[src/rtl/rand_target_sequencer_if.sv]
// Target handshake bundle between the sequencer and the game/draw logic.
// The sequencer side is master; the consumer side is slave.
interface rand_target_sequencer_if;
  logic [5:0] target;
  logic       target_valid;
  logic       target_ready;
  logic [3:0] count;
  logic       busy;
  logic       done;

  modport master (
    output target, target_valid, count, busy, done,
    input  target_ready
  );

  modport slave (
    input  target, target_valid, count, busy, done,
    output target_ready
  );
endinterface

[src/rtl/rand_target_sequencer.sv]
// Seeds a 6-bit LFSR from the selected difficulty counter on start and issues
// SEQ_LEN masked, non-repeating target indices over a valid/ready handshake.
module rand_target_sequencer #(
  parameter int SEQ_LEN = 8
) (
  input  logic                    Clk,
  input  logic                    Reset_n,
  input  logic                    start,
  input  logic [1:0]              difficulty,
  input  logic [3:0]              myStateEasy,
  input  logic [4:0]              myStateMedium,
  input  logic [5:0]              myStateHard,
  output logic                    hold_rand,
  rand_target_sequencer_if.master tgt
);

  typedef enum logic [2:0] {
    S_IDLE,
    S_SEED,
    S_GEN,
    S_OUT,
    S_DONE
  } state_t;

  state_t     r_state;
  state_t     w_state_nxt;
  logic [1:0] r_diff;
  logic [5:0] r_seed;
  logic [5:0] r_lfsr;
  logic [5:0] r_target;
  logic [3:0] r_count;
  logic       r_first;

  logic [5:0] w_lfsr_next;
  logic [5:0] w_mask;
  logic [5:0] w_cand;
  logic [5:0] w_seed_raw;
  logic [5:0] w_seed_sel;
  logic       w_repeat;
  logic       w_last;

  assign w_lfsr_next = {r_lfsr[4:0], r_lfsr[5] ^ r_lfsr[4]};
  assign w_cand      = w_lfsr_next & w_mask;
  assign w_repeat    = !r_first && (w_cand == r_target);
  assign w_last      = (r_count == 4'(SEQ_LEN - 1));

  always_comb begin
    w_mask = 6'h3F;
    case (r_diff)
      2'd0:    w_mask = 6'h0F;
      2'd1:    w_mask = 6'h1F;
      default: w_mask = 6'h3F;
    endcase
  end

  // An all-zero seed would lock the LFSR at zero, so it is nudged to 1.
  always_comb begin
    w_seed_raw = myStateHard;
    case (difficulty)
      2'd0:    w_seed_raw = {2'b00, myStateEasy};
      2'd1:    w_seed_raw = {1'b0, myStateMedium};
      default: w_seed_raw = myStateHard;
    endcase
    w_seed_sel = (w_seed_raw == 6'd0) ? 6'h01 : w_seed_raw;
  end

  always_comb begin
    w_state_nxt = r_state;
    case (r_state)
      S_IDLE:  if (start) w_state_nxt = S_SEED;
      S_SEED:  w_state_nxt = S_GEN;
      S_GEN:   if (!w_repeat) w_state_nxt = S_OUT;
      S_OUT:   if (tgt.target_ready) w_state_nxt = w_last ? S_DONE : S_GEN;
      S_DONE:  w_state_nxt = S_IDLE;
      default: w_state_nxt = S_IDLE;
    endcase
  end

  always_ff @(posedge Clk or negedge Reset_n) begin
    if (!Reset_n) r_state <= S_IDLE;
    else          r_state <= w_state_nxt;
  end

  always_ff @(posedge Clk or negedge Reset_n) begin
    if (!Reset_n) begin
      r_diff   <= 2'd0;
      r_seed   <= 6'd0;
      r_lfsr   <= 6'd0;
      r_target <= 6'd0;
      r_count  <= 4'd0;
      r_first  <= 1'b1;
    end else begin
      case (r_state)
        S_IDLE: begin
          if (start) begin
            r_diff <= difficulty;
            r_seed <= w_seed_sel;
          end
        end
        S_SEED: begin
          r_lfsr  <= r_seed;
          r_count <= 4'd0;
          r_first <= 1'b1;
        end
        S_GEN: begin
          r_lfsr <= w_lfsr_next;
          if (!w_repeat) begin
            r_target <= w_cand;
            r_first  <= 1'b0;
          end
        end
        S_OUT: begin
          if (tgt.target_ready) r_count <= r_count + 4'd1;
        end
        default: ;
      endcase
    end
  end

  assign tgt.target       = r_target;
  assign tgt.target_valid = (r_state == S_OUT);
  assign tgt.count        = r_count;
  assign tgt.busy         = (r_state != S_IDLE);
  assign tgt.done         = (r_state == S_DONE);
  assign hold_rand        = (r_state != S_IDLE);

endmodule

[src/flat_wrapper.sv]
// flat-port wrapper written by rule: the top's interface ports become plain ports
module rand_target_sequencer_flat 
#(
  parameter int SEQ_LEN = 8
)
  (Clk, Reset_n, start, difficulty, myStateEasy, myStateMedium, myStateHard, hold_rand, tgt_target, tgt_target_valid, tgt_count, tgt_busy, tgt_done, tgt_target_ready);
  rand_target_sequencer_if tgt_i ();
  input  logic Clk;
  input  logic Reset_n;
  input  logic start;
  input  logic [1:0] difficulty;
  input  logic [3:0] myStateEasy;
  input  logic [4:0] myStateMedium;
  input  logic [5:0] myStateHard;
  output logic hold_rand;
  output wire logic [$bits(tgt_i.target)-1:0] tgt_target;
  output wire logic [$bits(tgt_i.target_valid)-1:0] tgt_target_valid;
  output wire logic [$bits(tgt_i.count)-1:0] tgt_count;
  output wire logic [$bits(tgt_i.busy)-1:0] tgt_busy;
  output wire logic [$bits(tgt_i.done)-1:0] tgt_done;
  input wire logic [$bits(tgt_i.target_ready)-1:0] tgt_target_ready;
  assign tgt_target = tgt_i.target;
  assign tgt_target_valid = tgt_i.target_valid;
  assign tgt_count = tgt_i.count;
  assign tgt_busy = tgt_i.busy;
  assign tgt_done = tgt_i.done;
  assign tgt_i.target_ready = tgt_target_ready;
  rand_target_sequencer #(.SEQ_LEN(SEQ_LEN)) u_core (.Clk(Clk), .Reset_n(Reset_n), .start(start), .difficulty(difficulty), .myStateEasy(myStateEasy), .myStateMedium(myStateMedium), .myStateHard(myStateHard), .hold_rand(hold_rand), .tgt(tgt_i));
endmodule
[config.mk]
export PLATFORM = sky130hd
export DESIGN_NAME = rand_target_sequencer_flat
export DESIGN_NICKNAME = d
export VERILOG_FILES = /design/src/rtl/rand_target_sequencer_if.sv /design/src/rtl/rand_target_sequencer.sv /design/src/flat_wrapper.sv
export SDC_FILE = /design/constraint.sdc
export NUM_CORES = 1
export LEC_CHECK = 0
export BUFFER_PORTS_ARGS = -buffer_cell sky130_fd_sc_hd__buf_2
export CAP_MARGIN = 15
export CORE_UTILIZATION = 46
export CTS_CLUSTER_SIZE = 28
export DETAILED_ROUTE_END_ITERATION = 16
export PLACE_DENSITY = 0.66
export SLEW_MARGIN = 20
export SYNTH_ARGS = -nofsm -noshare
export SYNTH_HDL_FRONTEND = slang
export SYNTH_SLANG_ARGS = --single-unit
[constraint.sdc]
create_clock -name Clk -period 2.5 [get_ports Clk]
set_input_delay 0.25 -clock Clk [delete_from_list [all_inputs] [get_ports Clk]]
set_output_delay 0.25 -clock Clk [all_outputs]
set_load 0.01 [all_outputs]
==> flow_summary_export.csv <==
group,metric,value,unit
status,status,"finished clean",
final_layout,nFillCells,285,
timing,hold_viol,0,
timing,maxSlewHeadroom,0.594,
power,sw_frac_of_total,0.398,
timing,setup-tns-final,0,ns
final_layout,seq_area,702,µm²
grt,grt_pass1_vias,1053,
power,combPwrFrac,0.440,
routing,met3_length,120,µm
critical_path,worst_setup_path_end_kind,"primary output",
cts,cts_tree,"built",
power,power,1820,µW
placement,placed_area,1640,µm²
final_layout,area_growth,15.3,%
yosys,synth.avg_cell_area,9.75,µm²
grt,antenna_found_initial,0,
routing,vias_per_cell,5.22,
power,leakage,0.000816,µW
die,ios,35,
yosys,synth.net_count,171,
yosys,ys_types,37,
die,core-area,3030,µm²
grt,grt.total_usage,0.184,
timing,rsz0062_at_grt,"no",
routing,drt-total-wl,2.80,mm
die,die_x,58.2,µm
die,initial_core_util,0.480,
placement,port_buffers,34,
yosys,synth_edf_count,0,
routing,dr_wl_met2,1.31,mm
yosys,synth_area,1450,µm²
cts,cts-root-buf,"clkbuf_4",
final_layout,final_cell_mix,"buf_2, dfrtp_1, nand2_1",
critical_path,crit_chain,"nor2b_1 -> nand2_1 -> inv_1 -> buf_2",
timing,drv_slew,0,
yosys,ys_seq_elements,28,
timing,setup_viol,0,
critical_path,crit_required,2.25,ns
timing,period_needed,1.86,ns
timing,fin_skew,0.00386,ns
timing,max_freq,539,MHz
routing,wl_per_cell,12.5,µm
routing,drtAntennaViolNets,0,
critical_path,cp-start-kind,"register",
grt,grt_max_degree,29,
placement,routabilityCongestion,0.788,
timing,whs,0.167,ns
flow_run,maxCapViolations,0,
critical_path,arrival,1.61,ns
routing,dr.max_layer_used,"met4",
yosys,ys_warn_count,0,
cts,cts_inserted_buffers,3,
min_path,hp-class,"in2reg",
routing,dr.first_iter.drc_count,34,
final_layout,drive_gt1_frac,0.261,
final_layout,multiInputGateArea,693,µm²
die,fp-row-count,20,
timing,tightest_slew,0.609,ns
final_layout,fin_nets,203,
critical_path,crit_type,"reg2out",
grt,overflow,0,
cts,cts_buffer_depth,2,
yosys,yosysSeqAreaShare,0.483,
die,die_h,58.2,µm
yosys,syn_inst,149,
critical_path,slowest_delay,0.53,ns
grt,grt_pass1_wl,4.72,mm
routing,post-route-drc-count,0,
final_layout,finalInstanceArea,1680,µm²
routing,vias,1169,
placement,hpwlAfterDp,2.18,mm
critical_path,crit_slowest_cell,"dfrtp_1",
cts,insertion_delay,0.32,ns
cts,post_cts_resized,0,
power,p_seq_frac,0.459,
routing,drtPass1Iterations,4,
power,powerDensity,1090,nW/µm²
power,netSwitchingPower,725,µW
timing,timing.final.crit_share,0.743,
cts,h-tree-depth,1,
cts,clk_pin_slew_worst_paths,0.14,ns
cts,clock_sinks,28,
die,dieArea,3390,µm²
final_layout,antenna_cells,0,
routing,wl_met1,1.33,mm
critical_path,worstPathMaxFanout,10,
yosys,ys.flop_type,"dfrtp_1",
power,vdd.ir_drop.worst,348,µV
yosys,synth_async_sr_flop_share,1.00,
power,clkPwrFrac,0.101,
final_layout,final_common_cell,"buf_2",
power,p_int,1100,µW
routing by layer:
metal / global-route usage / vias to the layer above
li1: - / 584
met1: 0.245 / 539
met2: 0.304 / 40
met3: 0.0268 / 6
met4: 0.0714 / 0
met5: 0 / -
repair_timing:
action | 4_1_cts | 5_1_grt
setup buffers | 0 | 0
hold endpoints to repair | 27 | 0
hold buffers | 1 | 0
area by class of cell:
class / instances / share of cell area
Clock buffer: 4 / 0.0157
Inverter: 5 / 0.0112
Multi-Input combinational cell: 108 / 0.414
Timing Repair Buffer: 35 / 0.108
Tap cell: 44 / 0.0329
Sequential cell: 28 / 0.419
flip-flops by register name, indices dropped and copies added, names as in the netlist:
register,count
u_core.r_first,1
u_core.tgt.count,4
u_core.r_diff,2
u_core.tgt.target,6
u_core.r_state,3
u_core.r_seed,6
u_core.r_lfsr,6
cell families after synthesis:
family          after synthesis  synth area share
simple gates                 46             0.148
mux                          11            0.0913
compound gates               43             0.187
xor+xnor                      7            0.0422
buf+inv                      13            0.0396
flops                        28             0.483
fa+ha+maj                     1           0.00861
worst paths after layout:
kind	start	endpoint	slack (ns)	cells after the start
min in group asynchronous	Reset_n	u_core.tgt.target[3]	0.45	2
worst max-delay path	u_core.r_state[0]	tgt_target_valid	0.64	4
worst min-delay path	myStateHard[5]	u_core.r_seed[5]	0.17	3
worst max register to register	u_core.r_lfsr[2]	u_core.tgt.target[1]	0.81	4
worst min register to register	u_core.r_first	u_core.r_first	0.49	2
max in group asynchronous	Reset_n	u_core.r_state[2]	1.65	2
metrics by stage:
step	setup slack [ns]	utilization	instances
2_1_floorplan	0.965	-	149
4_1_cts	0.642	0.553	224
3_3_place_gp	0.859	0.541	219
3_5_place_dp	0.800	0.541	219
6_report	0.644	0.553	224
5_1_grt	0.538	0.553	224
cell usage after synthesis, types with 2 or more instances:
master     n  share of area
nand3_1    2         0.0069
nor3b_1    2          0.010
clkbuf_1   5          0.013
mux2_4     4          0.041
inv_1      5          0.013
xor2_1     6          0.036
mux2i_1    5          0.034
a22o_1     2          0.012
nand2_1   23          0.059
nand2b_1   2         0.0086
buf_4      2          0.010
o21bai_1   2          0.010
o21ai_0   16          0.055
mux2_2     2          0.016
dfrtp_1   27           0.47
nor2_1     7          0.018
a22oi_1    6          0.031
nor3_1     3          0.010
nor2b_1    3          0.013
a21oi_1    8          0.028
worst max-delay path, delay by kind of cell, from the launching register on:
family,cells,cell delay [ns]
flip-flops,1,0.53
AND/OR/NAND/NOR,2,0.56
buffers and inverters,2,0.20
power groups by stage:
| stage | clock network [µW] | logic (µW) | registers [µW] |
|---|---|---|---|
| finish | 184 | 801 | 836 |
| global route | 214 | 893 | 871 |
| CTS | 195 | 809 | 836 |
| detailed placement | 0 | 804 | 846 |
| global placement | 0 | 774 | 838 |
| floorplan | 0 | 610 | 806 |
Note: power is estimated with default switching activity, not from simulation.
